## config.mk

```make
export PLATFORM = sky130hd
export DESIGN_NAME = spi_load_ctrl
export DESIGN_NICKNAME = d
export VERILOG_FILES = /design/src/rtl/ppcpu_spi_pkg.sv /design/src/rtl/spi_edge_sync.sv /design/src/rtl/spi_load_ctrl.sv
export SDC_FILE = /design/constraint.sdc
export NUM_CORES = 1
export LEC_CHECK = 0
export BUFFER_PORTS_ARGS = -buffer_cell sky130_fd_sc_hd__buf_2
export CELL_PAD_IN_SITES_DETAIL_PLACEMENT = 1
export CELL_PAD_IN_SITES_GLOBAL_PLACEMENT = 1
export CORE_ASPECT_RATIO = 0.5
export CORE_UTILIZATION = 35
export CTS_CLUSTER_DIAMETER = 100
export DETAILED_ROUTE_END_ITERATION = 8
export PLACE_DENSITY = 0.69
export SLEW_MARGIN = 20
export SYNTH_ARGS = -nofsm -noshare
export SYNTH_HDL_FRONTEND = slang
export SYNTH_SLANG_ARGS = --single-unit
export TNS_END_PERCENT = 100
```

## constraint.sdc

```tcl
create_clock -name i_clk -period 3.91 [get_ports i_clk]
set_input_delay 0.782 -clock i_clk [delete_from_list [all_inputs] [get_ports i_clk]]
set_output_delay 0.782 -clock i_clk [all_outputs]
set_load 0.005 [all_outputs]
```

## src/rtl/ppcpu_spi_pkg.sv

```systemverilog
// Shared types and defaults for the SPI load/debug controller.
package ppcpu_spi_pkg;

   typedef enum logic [2:0] {
      IDLE,
      ADDR,
      WE,
      DATA,
      BUS,
      DONE,
      STAT,
      RDOUT
   } state_t;

   localparam int ADDR_W_DEF      = 24;
   localparam int DATA_W_DEF      = 16;
   localparam int SYNC_STAGES_DEF = 2;
   localparam int TIMEOUT_DEF     = 255;
   localparam int TMO_W           = 8;

endpackage

```

## src/rtl/spi_edge_sync.sv

```systemverilog
// Synchronises the host SPI clock and data into the system clock domain and
// turns the synced clock into single-cycle rise/fall pulses.
module spi_edge_sync #(
   parameter int SYNC_STAGES = 2
) (
   input  logic clk,
   input  logic rst_n,
   input  logic spi_clk,
   input  logic spi_mosi,
   output logic rise,
   output logic fall,
   output logic mosi
);

   logic [SYNC_STAGES-1:0] clk_sr;
   logic [SYNC_STAGES-1:0] mosi_sr;
   logic                   clk_d;

   // Both lines reset to their idle-high level so no false edge appears after reset.
   always_ff @(posedge clk or negedge rst_n) begin
      if (!rst_n) begin
         clk_sr  <= '1;
         mosi_sr <= '1;
         clk_d   <= 1'b1;
      end else begin
         clk_sr  <= {clk_sr[SYNC_STAGES-2:0], spi_clk};
         mosi_sr <= {mosi_sr[SYNC_STAGES-2:0], spi_mosi};
         clk_d   <= clk_sr[SYNC_STAGES-1];
      end
   end

   assign rise = clk_sr[SYNC_STAGES-1] & ~clk_d;
   assign fall = ~clk_sr[SYNC_STAGES-1] & clk_d;
   assign mosi = mosi_sr[SYNC_STAGES-1];

endmodule

```

## src/rtl/spi_load_ctrl.sv

```systemverilog
// SPI-slave load/debug controller: deserialises host frames and issues single
// bus reads/writes, then reports busy/status/read data back on MISO.
module spi_load_ctrl
   import ppcpu_spi_pkg::*;
#(
   parameter int ADDR_W      = ADDR_W_DEF,
   parameter int DATA_W      = DATA_W_DEF,
   parameter int SYNC_STAGES = SYNC_STAGES_DEF,
   parameter int TIMEOUT     = TIMEOUT_DEF
) (
   input  logic              i_clk,
   input  logic              i_rst_n,
   input  logic              i_spi_clk,
   input  logic              i_spi_mosi,
   output logic              o_spi_miso,
   output logic              o_req,
   output logic              o_we,
   output logic [ADDR_W-1:0] o_addr,
   output logic [DATA_W-1:0] o_data,
   input  logic [DATA_W-1:0] i_data,
   input  logic              i_ack,
   input  logic              i_err,
   output logic              o_active
);

   localparam int MAX_W = (ADDR_W > DATA_W) ? ADDR_W : DATA_W;
   localparam int CNT_W = $clog2(MAX_W + 1);

   state_t            state, state_nx;
   logic [CNT_W-1:0]  cnt, cnt_nx;
   logic [ADDR_W-1:0] addr_sh, addr_sh_nx, addr_nx;
   logic [DATA_W-1:0] data_sh, data_sh_nx, data_nx;
   logic [DATA_W-1:0] rd_sh, rd_sh_nx;
   logic [TMO_W-1:0]  tmo, tmo_nx;
   logic              we_bit, we_bit_nx;
   logic              frame_err, frame_err_nx;
   logic              sticky_err, sticky_err_nx;
   logic              req_nx, we_nx, miso_nx, active_nx;
   logic              rise, fall, mosi;

   spi_edge_sync #(
      .SYNC_STAGES(SYNC_STAGES)
   ) u_sync (
      .clk      (i_clk),
      .rst_n    (i_rst_n),
      .spi_clk  (i_spi_clk),
      .spi_mosi (i_spi_mosi),
      .rise     (rise),
      .fall     (fall),
      .mosi     (mosi)
   );

   // State and datapath registers.
   always_ff @(posedge i_clk or negedge i_rst_n) begin
      if (!i_rst_n) begin
         state      <= IDLE;
         cnt        <= '0;
         addr_sh    <= '0;
         data_sh    <= '0;
         rd_sh      <= '0;
         tmo        <= '0;
         we_bit     <= 1'b0;
         frame_err  <= 1'b0;
         sticky_err <= 1'b0;
         o_req      <= 1'b0;
         o_we       <= 1'b0;
         o_addr     <= '0;
         o_data     <= '0;
         o_spi_miso <= 1'b1;
         o_active   <= 1'b0;
      end else begin
         state      <= state_nx;
         cnt        <= cnt_nx;
         addr_sh    <= addr_sh_nx;
         data_sh    <= data_sh_nx;
         rd_sh      <= rd_sh_nx;
         tmo        <= tmo_nx;
         we_bit     <= we_bit_nx;
         frame_err  <= frame_err_nx;
         sticky_err <= sticky_err_nx;
         o_req      <= req_nx;
         o_we       <= we_nx;
         o_addr     <= addr_nx;
         o_data     <= data_nx;
         o_spi_miso <= miso_nx;
         o_active   <= active_nx;
      end
   end

   // Next-state, frame shifting, bus handshake and MISO sequencing.
   always_comb begin
      state_nx      = state;
      cnt_nx        = cnt;
      addr_sh_nx    = addr_sh;
      data_sh_nx    = data_sh;
      rd_sh_nx      = rd_sh;
      tmo_nx        = tmo;
      we_bit_nx     = we_bit;
      frame_err_nx  = frame_err;
      sticky_err_nx = sticky_err;
      req_nx        = o_req;
      we_nx         = o_we;
      addr_nx       = o_addr;
      data_nx       = o_data;
      miso_nx       = o_spi_miso;
      active_nx     = o_active;

      case (state)
         IDLE: begin
            if (rise && !mosi) begin
               state_nx     = ADDR;
               cnt_nx       = '0;
               active_nx    = 1'b1;
               frame_err_nx = 1'b0;
            end
         end
         ADDR: begin
            if (rise) begin
               addr_sh_nx = {mosi, addr_sh[ADDR_W-1:1]};
               cnt_nx     = cnt + 1'b1;
               if (cnt == CNT_W'(ADDR_W - 1)) state_nx = WE;
            end
         end
         WE: begin
            if (rise) begin
               we_bit_nx = mosi;
               cnt_nx    = '0;
               state_nx  = mosi ? DATA : BUS;
            end
         end
         DATA: begin
            if (rise) begin
               data_sh_nx = {mosi, data_sh[DATA_W-1:1]};
               cnt_nx     = cnt + 1'b1;
               if (cnt == CNT_W'(DATA_W - 1)) state_nx = BUS;
            end
         end
         BUS: begin
            // First cycle in BUS presents the frame on the bus; request stays
            // up until ack, error (which wins) or the timeout expires.
            if (!o_req) begin
               req_nx  = 1'b1;
               tmo_nx  = '0;
               we_nx   = we_bit;
               addr_nx = addr_sh;
               if (we_bit) data_nx = data_sh;
            end else if (i_err || (!i_ack && tmo == TMO_W'(TIMEOUT - 1))) begin
               req_nx        = 1'b0;
               frame_err_nx  = 1'b1;
               sticky_err_nx = 1'b1;
               cnt_nx        = '0;
               state_nx      = DONE;
            end else if (i_ack) begin
               req_nx   = 1'b0;
               cnt_nx   = '0;
               state_nx = DONE;
               if (!o_we) rd_sh_nx = i_data;
            end else begin
               tmo_nx = tmo + 1'b1;
            end
         end
         DONE: begin
            if (fall) begin
               if (cnt == '0) begin
                  miso_nx = 1'b0;
                  cnt_nx  = CNT_W'(1);
               end else begin
                  miso_nx  = frame_err;
                  state_nx = STAT;
               end
            end
         end
         STAT: begin
            if (fall) begin
               if (we_bit) begin
                  miso_nx   = 1'b1;
                  active_nx = 1'b0;
                  state_nx  = IDLE;
               end else begin
                  miso_nx  = rd_sh[0];
                  rd_sh_nx = rd_sh >> 1;
                  cnt_nx   = CNT_W'(1);
                  state_nx = RDOUT;
               end
            end
         end
         RDOUT: begin
            if (fall) begin
               if (cnt == CNT_W'(DATA_W)) begin
                  miso_nx   = 1'b1;
                  active_nx = 1'b0;
                  state_nx  = IDLE;
               end else begin
                  miso_nx  = rd_sh[0];
                  rd_sh_nx = rd_sh >> 1;
                  cnt_nx   = cnt + 1'b1;
               end
            end
         end
         default: state_nx = IDLE;
      endcase
   end

endmodule

```

### After elaboration in Yosys (flattened, before gate mapping)

Cells that the tools add are included.

| storage, ports and cells | value |
|---|---|
| register bits | 123 |
| input port bits | 22 |
| output and inout port bits | 44 |
| logic and storage cells | 145 |

| operators by class | value |
|---|---|
| $add $sub $neg | 2 |
| equal/unequal tests | 35 |
| mux-type cells | 62 |
| bitwise logic cells | 5 |
| reductions and logical operators | 24 |

Operator list:

| kind | count |
|---|---|
| 2-to-1 mux 16 bit | 8 |
| 2-to-1 mux 5 bit | 12 |
| 2-to-1 mux 3 bit | 16 |
| one-hot mux 16 bit (3 select lines) | 1 |
| inequality test 2 bit (second input constant) | 22 |
| one-hot mux 5 bit (7 select lines) | 1 |
| 2-to-1 mux 8 bit | 3 |
| one-hot mux 3 bit (8 select lines) | 1 |
| 2-to-1 mux 1 bit | 17 |
| AND reduction 13 bit | 1 |
| == test 3 bit (second input constant) | 4 |
| AND reduction 11 bit | 1 |
| == test 5 bit (second input constant) | 2 |
| AND reduction 9 bit | 1 |
| nonzero test 3 bit | 3 |
| adder 8 x 1 -> 8 bit (second input constant) | 1 |
| == test 8 bit (second input constant) | 1 |
| AND reduction 2 bit | 4 |
| AND reduction 4 bit | 2 |
| == test 3 x 2 -> 1 bit (second input constant) | 2 |
| one-hot mux 1 bit (3 select lines) | 2 |
| AND reduction 3 bit | 2 |
| AND reduction 6 bit | 1 |
| adder 5 x 1 -> 5 bit (second input constant) | 1 |
| other kinds (14) | 19 |

### Longest topological paths before layout

| logic depth | value |
|---|---|
| word-level depth | 6 |
| depth in mapped cells | 8 |
| gate-level depth less buffers | 7 |

### By module

Synthesis repeated with hierarchy kept, for this count alone.

| second synthesis, totals | value |
|---|---|
| cells, all modules | 388 |
| area total of the unflattened synthesis | 5,325.1 µm² |

By module, submodules not included:

| module | times used | cells each | area each (µm²) |
|---|---|---|---|
| spi_load_ctrl | 1 | 381 | 5,178.7 |
| spi_edge_sync | 1 | 7 | 146.4 |

### Worst setup path before layout

No wires, ideal clock.

| path | value |
|---|---|
| path type | reg-to-reg |
| start point | register u_sync.clk_sr[1] |
| end point | register data_sh[10] |
| arrival time | 1.991 ns |
| required time | 3.785 ns |
| path slack | 1.794 ns |
| cell stages (with the launch flop) | 5 |
| buffers on the path | 1 |
| clock period less this slack | 2.116 ns |
| path through | dfstp_2 -> or3b_2 -> nor2_1 -> buf_2 -> mux2_2 |

| on the way | value |
|---|---|
| cells in the longest elaborated chain, start to end | 2 |

RTL lines:

| item | RTL line | RTL |
|---|---|---|
| from (decl) | spi_edge_sync.sv:15 | `logic [SYNC_STAGES-1:0] clk_sr;` |
| from (signal assigned) | spi_edge_sync.sv:26 | `clk_sr <= {clk_sr[SYNC_STAGES-2:0], spi_clk};` |
| AND 1 bit | spi_edge_sync.sv:32 | `assign rise = clk_sr[SYNC_STAGES-1] & ~clk_d;` |
| AND reduction 2 bit (no line) | n/a |  |
| to (signal assigned) | spi_load_ctrl.sv:75 | `data_sh <= data_sh_nx;` |
| to (decl) | spi_load_ctrl.sv:32 | `logic [DATA_W-1:0] data_sh, data_sh_nx, data_nx;` |

Every way passes these cells.
A chain may end at the register's enable or synchronous reset.

### Worst setup path in the final report

| path | value |
|---|---|
| start point | register state[2] |
| end point | register o_data[13] |

| on the way | value |
|---|---|
| cells in the longest elaborated chain, start to end | 2 |

RTL lines:

| item | RTL line | RTL |
|---|---|---|
| from (decl) | spi_load_ctrl.sv:29 | `state_t state, state_nx;` |
| from (signal assigned) | spi_load_ctrl.sv:72 | `state <= state_nx;` |
| == test 3 bit | spi_load_ctrl.sv:108 | `case (state)` |
| AND reduction 3 bit (no line) | n/a |  |
| to (signal assigned) | spi_load_ctrl.sv:84 | `o_data <= data_nx;` |
| to (decl) | spi_load_ctrl.sv:19 | `output logic [DATA_W-1:0] o_data,` |

Every way passes these cells.

==> results.md <==
- The run finished with clean final reports.
- During placement, the flow inserted port buffers numbering 65.
- The number of antenna violations at the first check in global routing is 0.
- The routed wire length is 10860 um.
- Summed over all cells, the static leakage comes to 3.251 nW.
- The sequential area share after synthesis is 59.12%.
- After detailed routing, the met2 layer carries 5074 um of wire.
- The critical path starts at state[2]$_DFFE_PN0P_.
- A synthesized cell averages 12.98 um^2.
- The largest total area in the synthesized netlist belongs to sky130_fd_sc_hd__dfrtp_1.
- The number of design rule violations left after detail routing is 0.
- After clock tree synthesis, the setup repair step added 0 buffers.
- The data required time of the worst path is 4200 ps.
- For this run, the total global-route usage over all layers was measured as 15.18%.
- In this run the tightest slew margin relative to its limit is 51.48%.
- In this run the worst path has a maximum fanout of 32.
- The synthesized design contains 123 register bits.
- The total count of hold-check failures in the final report is 0.
- At the end of the flow the core is filled with cells to 43.94%.
- After detailed routing, no signal wire sits above met4.
- For the final database, setup skew stands at 13.52 ps.
- The relative contribution of the clock network to total power is 38.8%.
- The power per cell area is 665.0 mW/mm^2.
- For this design the total switching power over the nets is 0.001338 W.
- The number of rows in the core area is 31.
- The category of cells accounting for the largest share of critical-path delay is simple AND/OR/NAND/NOR gates.
- The overflow left after global routing is 0.
- The clock buffer count from CTS is 17.
- The via count of the first global-routing pass is 3455.
- The total of hold buffers inserted after clock tree synthesis is 0.
- The number of max-slew violations in the final report is 0.
- Setup repair after global routing left no endpoint under its margin.
- The HPWL after detailed placement is 6936 um.
- Clock-pin slew was measured on the worst setup and hold paths at 60 ps.
- After detailed routing, the wire length on met1 is 5342 um.
- The number of max-capacitance violations reported is 0.
- The CTS tree is yes.
- The final critical-path share of the clock period is 71.99%.
- The maximum clock frequency is 0.3553 GHz.
- The most numerous cell in the Yosys netlist is sky130_fd_sc_hd__dfrtp_1.
- The clock network latency to the later pin of the worst-skew pair is 410 ps.
- The cell area after technology mapping is 0.005219 mm^2.
- In this run, synthesis inferred 0 flip-flops with an integrated enable.
- Counting both buffers and inverters, the worst setup path holds a total of 1.
- After synthesis, the cell types taking the most area are sky130_fd_sc_hd__dfrtp_1 (56%), sky130_fd_sc_hd__mux2_2 (17%), sky130_fd_sc_hd__mux2i_1 (3.5%), sky130_fd_sc_hd__dfstp_2 (3.0%), sky130_fd_sc_hd__nand2_1 (2.5%).
- The register share of total power is 39.3%.
- The root buffer cell chosen for the clock tree is sky130_fd_sc_hd__clkbuf_16.
- Combinational logic burns 21.9% of the power.
- The launch instance of the worst register-to-register path is state[2]$_DFFE_PN0P_.
- The post-synthesis async set-or-reset flop share is 100.0%.
- The worst setup slack after placement is 1076 ps.
- The commonest cells after synthesis are sky130_fd_sc_hd__dfrtp_1 (117), sky130_fd_sc_hd__mux2_2 (79), sky130_fd_sc_hd__nand2_1 (35).
- The delay of the slowest cell on the worst path is 670 ps.
- For this configuration, the core starts out at a cell density of 35.98%.
- The number of placed instances, taps included is 650.
- The internal power of the cells totals 0.002901 W.
- The number of cells on the worst hold path is 0.
- The die covers 0.01543 mm^2.
- CTS built an H-tree with a depth of 4.
- The multi-input combinational cells in the finished layout cover a total of 0.002009 mm^2.
- The highest-delay cell along the critical path is sky130_fd_sc_hd__dfrtp_1.
- The data arrival time of the critical path is 3100 ps.
- The distinct cell type count of the synthesized netlist is 52.
- After the flow finishes, the layout carries non-filler instances totaling 682.
- The leading register cell type out of synthesis is sky130_fd_sc_hd__dfrtp_1.
- The net switching fraction of the power is 31.56%.
- The synthesized netlist cell count is 402.
- At the pin with the least slew margin, the transition time is 726.0 ps.
- Dividing the detail-routed wire length by the instance count gives 15.92 um.
- The first detailed-routing pass ran for 4 iterations.
- The area growth from synthesis to layout is 22.13%.
- The worst setup path is captured at a flip-flop.
- The number of synthesis warnings is 0.
- The path type of the worst setup path is reg2reg.
- The worst-case clock buffer depth is 2.
- The flop-to-flop setup slack is 1100 ps.
- The fill cell instance count of the final layout is 1540.
- The worst hold path begins at u_sync.mosi_sr[0]$_DFF_PN1_.
- The TritonCTS sink count is 123.
- The detail route stage leaves a number of antenna-violating nets equal to 0.
- The overall power after layout is 0.004239 W.
- The destination of the worst hold path is u_sync.mosi_sr[1]$_DFF_PN1_.
- The total area inside the core boundary comes to 0.01451 mm^2.
- The overall via count from detail_route is 3295.
- The maximum resistive drop on vdd is 356.7 uV.
- The number of cells upsized or downsized after cts is 0.
- The die width is 174.7 um.
- Measured in cells, the most critical reg-to-reg path has a length of 5.
- The I/O pin count is 66.
- After the last flow step, the layout net total stands at 498.
- The average via count per standard cell is 4.831.
- The share of post-route cells with drive strength above 1 is 40.08%.
- In this run the critical register-to-register path is captured at o_data[13]$_DFFE_PN0P_.
- The signal on the critical path passes through or3b_4 > nor2_2 > buf_4 > nand2_1 > mux2_2.
- The violation count after the first detailed-routing iteration is 171.
- The worst setup slack after layout is 1095 ps.
- The critical path startpoint category is a flip-flop.
- Routability-driven placement finished with a final weighted congestion of 0.7726.
- 0 antenna diodes ended up in the layout.
- The final count of negative-setup-slack endpoints is 0.
- After routing, the total negative slack on setup checks comes to 0 ps.
- The top cell type's share of synthesized area is 56.10%.
- The net count after synthesis is 429.
- The floorplan die height is 88.35 um.
- The tightest min-delay check is of the reg2reg type.
- The maximum number of pins on one net before global-route repair is 78.
- The first global-routing pass estimated 18310 um of wire.
- Across the whole layout, storage elements account for 0.003085 mm^2.
- The shortest clock period the worst path allows after layout is 2815 ps.
- The met3 wire length is 300 um.
layer usage:
| layer | vias to the layer above | GRT usage (%) |
|---|---|---|
| li1 | 1572 | - |
| met1 | 1662 | 20.25 |
| met2 | 46 | 24.60 |
| met3 | 15 | 3.565 |
| met4 | 0 | 5.217 |
| met5 | - | 0 |
stage by stage:
step	area (um^2)	hold slack [ps]
5_1_grt	6374	361.0
3_5_place_dp	5747	346.9
4_1_cts	6366	356.4
6_report	6374	355.4
3_3_place_gp	5747	346.3
2_1_floorplan	5219	345.2
worst register-to-register path: stages, from the launching register on:
cell	delay [ps]
sky130_fd_sc_hd__dfrtp_1	670
sky130_fd_sc_hd__or3b_4	550
sky130_fd_sc_hd__nor2_2	110
sky130_fd_sc_hd__buf_4	370
sky130_fd_sc_hd__nand2_1	550
sky130_fd_sc_hd__mux2_2	460
worst max-delay path by stage:
stage	end	slack [ps]	cells past startpoint
after floorplan	data_sh[10]$_DFFE_PN0P_	1790	4
after global placement	o_data[0]$_DFFE_PN0P_	1150	5
after detailed placement	o_data[3]$_DFFE_PN0P_	1080	5
after CTS	o_data[3]$_DFFE_PN0P_	1070	5
after global routing	o_data[7]$_DFFE_PN0P_	850	5
final	o_data[13]$_DFFE_PN0P_	1100	5
cell usage in the layout, fill, tap and decap left out, types with 3 or more instances in the layout:
cell type	n
sky130_fd_sc_hd__nand2_1	35
sky130_fd_sc_hd__nor3b_1	3
sky130_fd_sc_hd__bufinv_16	3
sky130_fd_sc_hd__ha_1	5
sky130_fd_sc_hd__inv_6	6
sky130_fd_sc_hd__or2_2	3
sky130_fd_sc_hd__nand2b_1	5
sky130_fd_sc_hd__nand3_1	6
sky130_fd_sc_hd__mux2i_1	18
sky130_fd_sc_hd__nand4_1	5
sky130_fd_sc_hd__clkbuf_16	17
sky130_fd_sc_hd__nor2b_1	3
sky130_fd_sc_hd__buf_4	4
sky130_fd_sc_hd__xnor2_1	4
sky130_fd_sc_hd__nor2_1	12
sky130_fd_sc_hd__inv_1	11
sky130_fd_sc_hd__nor3_1	6
sky130_fd_sc_hd__buf_2	64
sky130_fd_sc_hd__xor2_1	4
sky130_fd_sc_hd__o21ai_0	24
sky130_fd_sc_hd__mux2_2	79
sky130_fd_sc_hd__dfstp_2	6
sky130_fd_sc_hd__dfrtp_1	117
cells by family (layout without fill, tap and decap cells):
group | Yosys count | after routing | share of synthesized area, %
AOI/OAI and AO/OA | 47 | 47 | 6.138
DFF | 123 | 123 | 59.12
xor gates and xnor gates | 8 | 8 | 1.342
adders and majority gates | 5 | 5 | 1.199
muxes | 98 | 98 | 20.71
buffers and inverters | 30 | 112 | 2.637
and+or+nand+nor | 91 | 91 | 8.847
state kept, by name (all words and copies together) (netlist names), 2 cells and up:
signal / count
o_addr: 24
addr_sh: 24
u_sync.mosi_sr: 2
rd_sh: 16
u_sync.clk_sr: 2
state: 3
tmo: 8
data_sh: 16
o_data: 16
cnt: 5
power by group through the flow:
stage          Clock (W)  Combinational [W]  Sequential [W]
6_report         0.00164           0.000929         0.00167
5_1_grt          0.00175            0.00104         0.00170
4_1_cts          0.00168           0.000941         0.00167
3_5_place_dp           0           0.000922         0.00169
3_3_place_gp           0           0.000904         0.00167
2_1_floorplan          0           0.000742         0.00159
final cells by class:
type                       instances  share of cell area [%]
clock buffer                      18                   6.890
clock inverter                    14                   2.827
inverter                          11                  0.6478
multi-input combinational        249                   31.53
sequential                       123                   48.41
tap                              198                   3.887
timing repair buffer              69                   5.811
Power figures use the tool's default switching activity.
